<file path="src/rtl/msx_bus_initiator.sv">
// -----------------------------------------------------------------------------
// msx_bus_initiator
//
// Host-side end of the MSX cartridge slot bus. Each accepted single-beat
// request becomes one Z80-style memory or I/O bus cycle:
//   IDLE -> SETUP (SETUP_CYCLES) -> STROBE (STROBE_CYCLES) [-> WAIT]
//        -> HOLD (HOLD_CYCLES) -> DONE -> IDLE
// The slot outputs are registered from the current state, so each bus phase
// appears on the pins one clock after the state enters it. With the default
// parameters, a request sampled at edge 0 gives ACK high after edge 8.
//
// Optional feature (compile-time macro MSX_INIT_TIMEOUT_EN):
//   defined     - WAIT is bounded by WAIT_TIMEOUT cycles. On expiry the strobes
//                 are released and the cycle completes with ERR=1 and, for
//                 reads, RSP_DATA=8'hFF. ERR is cleared by the next accepted
//                 request.
//   not defined - WAIT is unbounded and ERR is tied to 0.
//
// Ports
//   i_clk, i_reset        clock, synchronous active-high reset
//   i_req                 request valid (taken only in IDLE, i.e. BUSY=0)
//   i_req_write           1 = write, 0 = read
//   i_req_io              1 = I/O cycle (IORQ_n, ADDR[15:8]=0)
//                         0 = memory cycle (MREQ_n, SLTSL_n)
//   i_req_addr[15:0]      request address
//   i_req_data[7:0]       request write data
//   o_busy                request in progress
//   o_ack                 one-cycle completion pulse
//   o_rsp_data[7:0]       read data; valid with ACK, held until the next
//                         read completion
//   o_err                 timeout flag, valid with ACK
//   o_addr[15:0]          slot address bus
//   o_dout[7:0]           data to the cartridge
//   i_din[7:0]            data from the cartridge
//   o_sltsl_n, o_mreq_n, o_iorq_n, o_rd_n, o_wr_n   slot strobes, active low
//   i_wait_n              cartridge wait request (asynchronous)
//   i_busdir_n            cartridge data-direction indication; observed only
// -----------------------------------------------------------------------------
module msx_bus_initiator #(
    parameter int SETUP_CYCLES  = 2,
    parameter int STROBE_CYCLES = 4,
    parameter int HOLD_CYCLES   = 1,
    parameter int WAIT_TIMEOUT  = 1024
) (
    input  logic        i_clk,
    input  logic        i_reset,
    input  logic        i_req,
    input  logic        i_req_write,
    input  logic        i_req_io,
    input  logic [15:0] i_req_addr,
    input  logic [7:0]  i_req_data,
    output logic        o_busy,
    output logic        o_ack,
    output logic [7:0]  o_rsp_data,
    output logic        o_err,
    output logic [15:0] o_addr,
    output logic [7:0]  o_dout,
    input  logic [7:0]  i_din,
    output logic        o_sltsl_n,
    output logic        o_mreq_n,
    output logic        o_iorq_n,
    output logic        o_rd_n,
    output logic        o_wr_n,
    input  logic        i_wait_n,
    input  logic        i_busdir_n
);

    // One shared phase counter, wide enough for the longest phase.
    localparam int MAX_SS = (SETUP_CYCLES > STROBE_CYCLES) ? SETUP_CYCLES : STROBE_CYCLES;
    localparam int MAX_HW = (HOLD_CYCLES > WAIT_TIMEOUT) ? HOLD_CYCLES : WAIT_TIMEOUT;
    localparam int MAX_P  = (MAX_SS > MAX_HW) ? MAX_SS : MAX_HW;
    localparam int CW     = $clog2(MAX_P) + 1;

    localparam logic [CW-1:0] SETUP_LAST  = CW'(SETUP_CYCLES - 1);
    localparam logic [CW-1:0] STROBE_LAST = CW'(STROBE_CYCLES - 1);
    localparam logic [CW-1:0] HOLD_LAST   = CW'(HOLD_CYCLES - 1);
`ifdef MSX_INIT_TIMEOUT_EN
    localparam logic [CW-1:0] WAIT_LAST   = CW'(WAIT_TIMEOUT - 1);
`endif

    typedef enum logic [2:0] {
        ST_IDLE,
        ST_SETUP,
        ST_STROBE,
        ST_WAIT,
        ST_HOLD,
        ST_DONE
    } state_t;

    state_t          r_state;
    state_t          w_state_next;
    logic [CW-1:0]   r_cnt;
    logic [CW-1:0]   w_cnt_next;
    logic            w_accept;
    logic            w_capture;

    // Two-flop synchroniser for the asynchronous WAIT_n input.
    logic            r_wait_meta;
    logic            r_wait_sync;

    // Latched request fields and captured read data.
    logic            r_write;
    logic            r_io;
    logic [15:0]     r_addr;
    logic [7:0]      r_dout;
    logic [7:0]      r_cap;

    // Registered outputs.
    logic            r_busy;
    logic            r_ack;
    logic [7:0]      r_rsp;
    logic            r_sltsl_n;
    logic            r_mreq_n;
    logic            r_iorq_n;
    logic            r_rd_n;
    logic            r_wr_n;

    logic            w_slot_active;
    logic            w_strobe_active;

`ifdef MSX_INIT_TIMEOUT_EN
    logic            w_timeout;
    logic            r_timed_out;
    logic            r_err;
`endif

    // BUSDIR_n is only informative: read capture never depends on it.
    logic            w_unused_busdir;
    assign w_unused_busdir = i_busdir_n;

    // SLTSL_n covers the whole cycle up to DONE; the strobes cover STROBE+WAIT.
    assign w_slot_active   = (r_state == ST_SETUP) || (r_state == ST_STROBE) ||
                             (r_state == ST_WAIT)  || (r_state == ST_HOLD);
    assign w_strobe_active = (r_state == ST_STROBE) || (r_state == ST_WAIT);

    // -------------------------------------------------------------------------
    // Next-state logic
    // -------------------------------------------------------------------------
    always_comb begin
        w_state_next = r_state;
        w_cnt_next   = r_cnt;
        w_accept     = 1'b0;
        w_capture    = 1'b0;
`ifdef MSX_INIT_TIMEOUT_EN
        w_timeout    = 1'b0;
`endif
        case (r_state)
            ST_IDLE: begin
                if (i_req) begin
                    w_accept     = 1'b1;
                    w_state_next = ST_SETUP;
                    w_cnt_next   = '0;
                end
            end
            ST_SETUP: begin
                if (r_cnt == SETUP_LAST) begin
                    w_state_next = ST_STROBE;
                    w_cnt_next   = '0;
                end else begin
                    w_cnt_next = r_cnt + 1'b1;
                end
            end
            ST_STROBE: begin
                // WAIT_n is only looked at on the last strobe cycle.
                if (r_cnt == STROBE_LAST) begin
                    w_cnt_next = '0;
                    if (!r_wait_sync) begin
                        w_state_next = ST_WAIT;
                    end else begin
                        w_capture    = 1'b1;
                        w_state_next = ST_HOLD;
                    end
                end else begin
                    w_cnt_next = r_cnt + 1'b1;
                end
            end
            ST_WAIT: begin
                if (r_wait_sync) begin
                    w_capture    = 1'b1;
                    w_state_next = ST_HOLD;
                    w_cnt_next   = '0;
                end
`ifdef MSX_INIT_TIMEOUT_EN
                else if (r_cnt == WAIT_LAST) begin
                    w_timeout    = 1'b1;
                    w_state_next = ST_HOLD;
                    w_cnt_next   = '0;
                end else begin
                    w_cnt_next = r_cnt + 1'b1;
                end
`endif
            end
            ST_HOLD: begin
                if (r_cnt == HOLD_LAST) begin
                    w_state_next = ST_DONE;
                    w_cnt_next   = '0;
                end else begin
                    w_cnt_next = r_cnt + 1'b1;
                end
            end
            ST_DONE: begin
                w_state_next = ST_IDLE;
                w_cnt_next   = '0;
            end
            default: begin
                w_state_next = ST_IDLE;
                w_cnt_next   = '0;
            end
        endcase
    end

    // -------------------------------------------------------------------------
    // State, datapath and registered outputs
    // -------------------------------------------------------------------------
    always_ff @(posedge i_clk) begin
        if (i_reset) begin
            r_state     <= ST_IDLE;
            r_cnt       <= '0;
            r_wait_meta <= 1'b1;
            r_wait_sync <= 1'b1;
            r_write     <= 1'b0;
            r_io        <= 1'b0;
            r_addr      <= 16'h0000;
            r_dout      <= 8'h00;
            r_cap       <= 8'hFF;
            r_busy      <= 1'b0;
            r_ack       <= 1'b0;
            r_rsp       <= 8'hFF;
            r_sltsl_n   <= 1'b1;
            r_mreq_n    <= 1'b1;
            r_iorq_n    <= 1'b1;
            r_rd_n      <= 1'b1;
            r_wr_n      <= 1'b1;
`ifdef MSX_INIT_TIMEOUT_EN
            r_timed_out <= 1'b0;
            r_err       <= 1'b0;
`endif
        end else begin
            r_state     <= w_state_next;
            r_cnt       <= w_cnt_next;
            r_wait_meta <= i_wait_n;
            r_wait_sync <= r_wait_meta;

            // Address/data go onto the bus at accept time and stay there
            // until the next accepted request.
            if (w_accept) begin
                r_write <= i_req_write;
                r_io    <= i_req_io;
                r_addr  <= i_req_io ? {8'h00, i_req_addr[7:0]} : i_req_addr;
                if (i_req_write) begin
                    r_dout <= i_req_data;
                end
            end

            if (w_capture) begin
                r_cap <= i_din;
            end

            r_sltsl_n <= ~(w_slot_active & ~r_io);
            r_mreq_n  <= ~(w_strobe_active & ~r_io);
            r_iorq_n  <= ~(w_strobe_active & r_io);
            r_rd_n    <= ~(w_strobe_active & ~r_write);
            r_wr_n    <= ~(w_strobe_active & r_write);

            r_ack <= (r_state == ST_DONE);

            if (w_accept) begin
                r_busy <= 1'b1;
            end else if (r_state == ST_DONE) begin
                r_busy <= 1'b0;
            end

            // Writes leave the last read result untouched.
            if ((r_state == ST_DONE) && !r_write) begin
                r_rsp <= r_cap;
            end

`ifdef MSX_INIT_TIMEOUT_EN
            if (w_accept) begin
                r_timed_out <= 1'b0;
                r_err       <= 1'b0;
            end else begin
                if (w_timeout) begin
                    r_timed_out <= 1'b1;
                    r_cap       <= 8'hFF;
                end
                if (r_state == ST_DONE) begin
                    r_err <= r_timed_out;
                end
            end
`endif
        end
    end

    assign o_busy     = r_busy;
    assign o_ack      = r_ack;
    assign o_rsp_data = r_rsp;
    assign o_addr     = r_addr;
    assign o_dout     = r_dout;
    assign o_sltsl_n  = r_sltsl_n;
    assign o_mreq_n   = r_mreq_n;
    assign o_iorq_n   = r_iorq_n;
    assign o_rd_n     = r_rd_n;
    assign o_wr_n     = r_wr_n;
`ifdef MSX_INIT_TIMEOUT_EN
    assign o_err      = r_err;
`else
    assign o_err      = 1'b0;
`endif

endmodule

</file>
<file path="config.mk">
export PLATFORM = sky130hd
export DESIGN_NAME = msx_bus_initiator
export DESIGN_NICKNAME = d
export VERILOG_FILES = /design/src/rtl/msx_bus_initiator.sv
export SDC_FILE = /design/constraint.sdc
export NUM_CORES = 1
export LEC_CHECK = 0
export BUFFER_PORTS_ARGS = -buffer_cell sky130_fd_sc_hd__buf_2
export CAP_MARGIN = 10
export CELL_PAD_IN_SITES_DETAIL_PLACEMENT = 1
export CELL_PAD_IN_SITES_GLOBAL_PLACEMENT = 2
export CORE_MARGIN = 2
export CORE_UTILIZATION = 31
export CTS_CLUSTER_DIAMETER = 100
export DETAILED_ROUTE_END_ITERATION = 8
export PLACE_DENSITY = 0.88
export SYNTH_ARGS = -nofsm -noshare
export SYNTH_HDL_FRONTEND = slang
export SYNTH_SLANG_ARGS = --single-unit
</file>
<file path="constraint.sdc">
create_clock -name i_clk -period 4.5 [get_ports i_clk]
set_input_delay 0.9 -clock i_clk [delete_from_list [all_inputs] [get_ports i_clk]]
set_output_delay 0.9 -clock i_clk [all_outputs]
set_load 0.01 [all_outputs]
</file>
==> key figures, run 1 <==
Outcome
  • Status: completed

Critical path
  • R2R Setup Slk: 2.04 ns
  • CP Max Fanout: 9
  • Critical Path RT: 4.76 ns
  • Startpoint types: register
  • Max incr delay on CP: 0.71 ns
  • CP endpoint: r_cap[1]
  • Worst EP arrival: 2.72 ns
  • Crit path from: r_cnt[2]
  • Crit path cell chain: or4_4 -> nor4_4 -> o211ai_2 -> nor3_2 -> mux2i_1
  • Crit. End Element: register
  • RR Endpoint: r_cap[1]
  • Worst r2r src: r_cnt[2]
  • CP max-delay cell: nor3_2
  • WS Path Type: reg2reg
  • Worst reg2reg path depth: 5

Clock tree
  • Clk_lat worst skew: 0.35 ns
  • Num CTS Buffers: 9
  • CTS resizes: 0
  • Cts hold-fix bufs: 0
  • CTS sink cnt: 65
  • H-tree levels: 3
  • Clk Tree Root Cell: clkbuf_8
  • CTS tree: done
  • # Post-CTS Setup Buffers: 0
  • Maximum clock path buffer count: 2
  • Worst-path clk slew: 0.08 ns

Synth
  • Cell count after synthesis: 302
  • Post-Syn Area: 2640 sq um
  • EDFF count, synth: 0
  • Asr flop ratio synth: 0%
  • Synth Area per Inst: 8.73 sq um
  • Netlist cell types: 42
  • YS warnings: 0
  • Seq/Total Area, Yosys: 49.4%
  • Synth Flop Type: dfxtp_1
  • Syn Nets: 344
  • Number of synthesized register bits: 65

Power and ir drop
  • Tot Pwr: 1580 uW
  • LEAKAGE: 0.00131 uW
  • Power Dens Cells: 479 nW/um^2
  • Peak VDD IR: 187 uV

Global route
  • Largest net degree at the start of global routing: 33
  • Antenna violations before repair: 0
  • First-pass GRT wire length: 10800 um
  • Total track usage: 15.2%
  • Vias in the first global route: 2292
  • GRT overflow: 0

Cells and area
  • NumNets Final: 413
  • Layout cells sized above 1: 27.1%
  • Area grow syn2layout: 25.4%
  • Design Area, Final: 3310 sq um
  • N_diodes: 0
  • Final core utilization: 40.2%

Detailed routing
  • Iter 0 DRT Violations: 51
  • DRC: 0
  • Final ANT Viol Nets: 0
  • Drt pass-1 iters: 4
  • Routed wire per std cell: 14.1 um
  • Via Count: 2334
  • Drt via density: 4.85
  • Drt total wl: 6760 um

STA
  • Period utilisation layout: 54.6%
  • Worst slew margin: 30.0%
  • Max Clk Rate: 407 MHz
  • Hold WS: 0.427 ns
  • Clock Skews: 0.0131 ns
  • Tmin final: 2.46 ns
  • RSZ-0062 raised after global routing: no
  • Setup-violating endpoint count in the final report: 0
  • Least-Margin Pin Slew: 1.05 ns
  • Hold Vio Cnt, Final: 0
  • Slew Viols, Final: 0
  • Total negative slack: 0 ns

Placement
  • Placement-stage cell area: 3090 sq um
  • I/O Buffers: 76
  • Gp weighted congestion: 0.702
  • Hpwl dp: 4730 um

Die
  • Die span in y: 96.2 um
  • Row cnt: 33
  • Initial Util: 32.1%
  • Die ar.: 9260 sq um
  • I/O pins: 79
  • Chip width: 96.2 um
  • Core Area: 8220 sq um

Job
  • Maxcap violations: 0

Hold path
  • Worst hold path type: reg2reg
[flip-flops by register name, indices dropped and copies added, names as in the netlist, 3 cells and up]
signal	flops
o_rsp_data	8
o_dout	8
r_cap	8
r_cnt	11
o_addr	16
r_state	3
[where the power goes]
group,total [uW],internal [uW],switching (uW)
registers,694,634,60.2
logic,333,135,198
clock network,555,326,229
total,1580,1100,487
[layout make-up]
cell class	instances	area [sq um]
Fill cell	1007	4910
Multi-Input combinational cell	212	1240
Tap cell	105	131
Clock inverter	5	78.8
Timing Repair Buffer	78	395
Clock buffer	11	141
Sequential cell	65	1300
Inverter	5	18.8
[routing by layer]
metal  track usage [%]  part of all wire, %  wire [um]  vias up
li1                  -                    -          -     1161
met1              18.1                   43       2940     1113
met2              25.3                   50       3350       48
met3              4.78                  5.2        349       12
met4              6.07                  1.8        119        0
met5                 0                    0          0        -
[per-stage QoR]
stage                     cells  worst slack [ns]
after floorplan             302              2.30
after CTS                   481              1.99
after detailed placement    465              1.78
final                       481              2.04
after global routing        481              1.85
after global placement      465              1.89
[cell families (layout without fill, tap and decap cells)]
group                      after synthesis  in the layout  synth area share (%)
adders and majority gates                3              3                  1.42
xor gates and xnor gates                 9              9                  2.99
DFF                                     65             65                  49.4
and+or+nand+nor                        138            138                  26.5
AOI/OAI and AO/OA                       52             52                  12.2
buffers and inverters                   25             99                  3.84
other                                    1              1                 0.142
muxes                                    9              9                  3.46
[synth_stat cells, types with 2 or more instances]
cell type,count,area [sq um]
inv_1,5,18.8
dfxtp_1,65,1300
or2_2,2,12.5
buf_2,3,15.0
xor2_1,5,43.8
nand4_1,2,12.5
nor3_1,7,35.0
xnor2_1,4,35.0
nor2_1,35,131
nand3b_1,9,67.6
nand3_1,12,60.1
ha_1,3,37.5
nor2b_1,8,50.1
o21ai_0,5,25.0
clkbuf_1,16,60.1
a211o_1,8,70.1
a21oi_1,31,155
mux2i_1,8,80.1
or3_1,5,31.3
nand2_1,47,176
[worst min-delay path by stage]
stage                 from     endpoint  depth (start not counted)
4_1_cts               r_io     o_iorq_n                          1
5_1_grt               r_io     o_iorq_n                          1
6_report              r_io     o_iorq_n                          1
2_1_floorplan         r_io     o_iorq_n                          1
3_5_place_dp   r_wait_meta  r_wait_sync                          1
3_3_place_gp   r_wait_meta  r_wait_sync                          1
[cells in the final DEF (no fill, tap or decap), types with 2 or more instances in the layout]
cell,synthesis,final
a211o_1,8,8
a21oi_1,31,31
buf_2,3,76
buf_4,1,2
bufinv_16,0,2
clkbuf_8,0,10
clkinv_2,0,2
dfxtp_1,65,65
ha_1,3,3
inv_1,5,5
mux2i_1,8,8
nand2_1,47,47
nand3_1,12,12
nand3b_1,9,9
nand4_1,2,2
nor2_1,35,35
nor2b_1,8,8
nor3_1,7,6
o21ai_0,5,5
or2_2,2,2
or3_1,5,5
xnor2_1,4,4
xor2_1,5,5
[critical path: cells and delay by family, from the launching register on]
kind | cells | cell delay [ns]
and+or+nand+nor | 3 | 1.53
DFF | 1 | 0.39
muxes | 1 | 0.28
AOI/OAI and AO/OA | 1 | 0.18
(Power assumes the default switching activity.)
==> inputs of run 2 (changes only) <==
--- a/config.mk
+++ b/config.mk
@@ -10,10 +10,10 @@
 export CELL_PAD_IN_SITES_DETAIL_PLACEMENT = 1
 export CELL_PAD_IN_SITES_GLOBAL_PLACEMENT = 2
 export CORE_MARGIN = 2
-export CORE_UTILIZATION = 31
+export CORE_UTILIZATION = 29
 export CTS_CLUSTER_DIAMETER = 100
 export DETAILED_ROUTE_END_ITERATION = 8
-export PLACE_DENSITY = 0.88
+export PLACE_DENSITY = 0.84
 export SYNTH_ARGS = -nofsm -noshare
 export SYNTH_HDL_FRONTEND = slang
 export SYNTH_SLANG_ARGS = --single-unit
==> constraint.sdc (replaced) <==
create_clock -name i_clk -period 2.5 [get_ports i_clk]
set_input_delay 0.5 -clock i_clk [delete_from_list [all_inputs] [get_ports i_clk]]
set_output_delay 0.5 -clock i_clk [all_outputs]
set_load 0.01 [all_outputs]
==> run 2 against run 1 <==
Net effect: global-route usage is 1.4 points lower; clock power up 42%; first-iteration DRC count shrank 24%; flip-flop and latch count did not move; total power increased by 67%; die area increased by 6.6%; via count fell by 1.5%; critical endpoint is now r_cnt[6].
==> key figures, run 2 (synthesis gave the netlist of run 1 again) <==
Job
  • Maxcap violations: 0

Cells and area
  • Finished Layout Cells: 486
  • Layout cells sized above 1: 27.5%
  • Area grow syn2layout: 24.5%
  • Commonest non-fill, non-tap cell in the layout: buf_2
  • Highest-count cells in the layout ignoring fill and taps: buf_2, dfxtp_1, nand2_1
  • Multi-input gate area in the final layout: 1240 sq um
  • N_diodes: 0
  • NumNets Final: 416
  • Register Area: 1300 sq um
  • Max reg flops: 16
  • FILL cells: 1061

Outcome
  • Status: completed

STA
  • Period utilisation layout: 84.4%
  • Least-Margin Pin Slew: 0.818 ns
  • Total negative slack: 0 ns
  • RSZ-0062 raised after global routing: no
  • Worst slew margin: 45.3%
  • Max Clk Rate: 474 MHz
  • Setup-violating endpoint count in the final report: 0
  • Tmin final: 2.11 ns
  • Hold Vio Cnt, Final: 0
  • Slew Viols, Final: 0
  • Final WS setup: 0.390 ns
  • Clock Skews: 0.00986 ns

Hold path
  • Worst hold path type: in2reg
  • Hold path depth: 2

Critical path
  • Worst reg2reg path depth: 4
  • Worst EP arrival: 2.38 ns
  • Startpoint types: register
  • Critical Path RT: 2.77 ns
  • Crit path cell chain: mux2_2 -> o31a_1 -> a311o_1 -> a21oi_1
  • CP Max Fanout: 16
  • WS Path Type: reg2reg
  • Crit. End Element: register
  • Max incr delay on CP: 0.66 ns
  • CP max-delay cell: dfxtp_1

Detailed routing
  • Drt via density: 4.73
  • Drt pass-1 iters: 4
  • Iter 0 DRT Violations: 39
  • Final ANT Viol Nets: 0
  • Via Count: 2299
  • DRC: 0
  • Routed wire per std cell: 13.4 um
  • Drt total wl: 6500 um

Clock tree
  • Num CTS Buffers: 9
  • Clk Tree Root Cell: clkbuf_8
  • Maximum clock path buffer count: 2
  • CTS sink cnt: 65
  • Cts hold-fix bufs: 0
  • H-tree levels: 3
  • CTS resizes: 0
  • CTS tree: done
  • # Post-CTS Setup Buffers: 0
  • Clk_lat worst skew: 0.34 ns
  • Worst-path clk slew: 0.07 ns

Power and ir drop
  • Peak VDD IR: 334 uV
  • LEAKAGE: 0.00130 uW
  • Power Dens Cells: 807 nW/um^2

Global route
  • First-pass GRT wire length: 10900 um
  • Vias in the first global route: 2278
  • Antenna violations before repair: 0
  • GRT overflow: 0
  • Total track usage: 13.8%
  • Largest net degree at the start of global routing: 27

Placement
  • Gp weighted congestion: 0.734
  • I/O Buffers: 76
  • Post-Place Cells: 471
  • Hpwl dp: 4540 um
  • Place WS: 0.377 ns

Die
  • Initial Util: 30.1%
  • Chip width: 99.3 um
  • Die span in y: 99.3 um
  • I/O pins: 79
  • Die ar.: 9870 sq um
  • Row cnt: 34
  • Core Area: 8760 sq um
==> run 2: changes by cell type in the layout (fill, tap and decap cells not counted) <==
cell,previous run,this run
buf_4,2,5
bufinv_16,2,0
clkinv_2,2,1
clkinv_4,1,2
clkinvlp_4,0,1
==> run 2: cell type report <==
cell class                      instances  area share, %
Clock inverter                          4          0.915
Sequential cell                        65           39.6
Inverter                                5          0.572
Tap cell                              108           4.12
Clock buffer                           11           4.31
Multi-Input combinational cell        212           37.7
Timing Repair Buffer                   81           12.7
==> run 2: final timing paths <==
path                            startpoint          end  slack [ns]
worst min-delay path              i_wait_n  r_wait_meta        0.35
worst max register to register  r_state[0]     r_cnt[6]        0.39
worst max-delay path            r_state[0]     r_cnt[6]        0.39
worst min register to register     r_write       o_wr_n        0.42
==> run 2: stage by stage <==
stage / power, uW / hold slack (ns) / instance area [sq um] / utilization [%]
final: 2650 / 0.354 / 3280 / 37.5
after global routing: 2830 / 0.332 / 3280 / 37.5
after CTS: 2700 / 0.331 / 3280 / 37.5
after detailed placement: 1900 / 0.402 / 3110 / 35.5
after global placement: 1870 / 0.401 / 3110 / 35.5
after floorplan: 1680 / 0.380 / 2640 / -
==> run 2: critical path: cells and delay by family (launching register included) <==
family          cells  cell delay, ns
flops               1            0.66
mux                 1            0.41
compound gates      3            0.98
==> run 2: where the power goes <==
| group | switching, uW | internal [uW] | total [uW] |
|---|---|---|---|
| clock network | 407 | 383 | 790 |
| logic | 362 | 248 | 609 |
| registers | 107 | 1140 | 1250 |
| total | 876 | 1770 | 2650 |
==> run 2: routing by layer <==
metal  GRT usage (%)  part of all wire, %  vias up
li1                -                    -     1162
met1            17.8                   47     1083
met2            21.7                   46       48
met3            4.71                  5.7        6
met4            4.74                  1.3        0
met5               0                    0        -
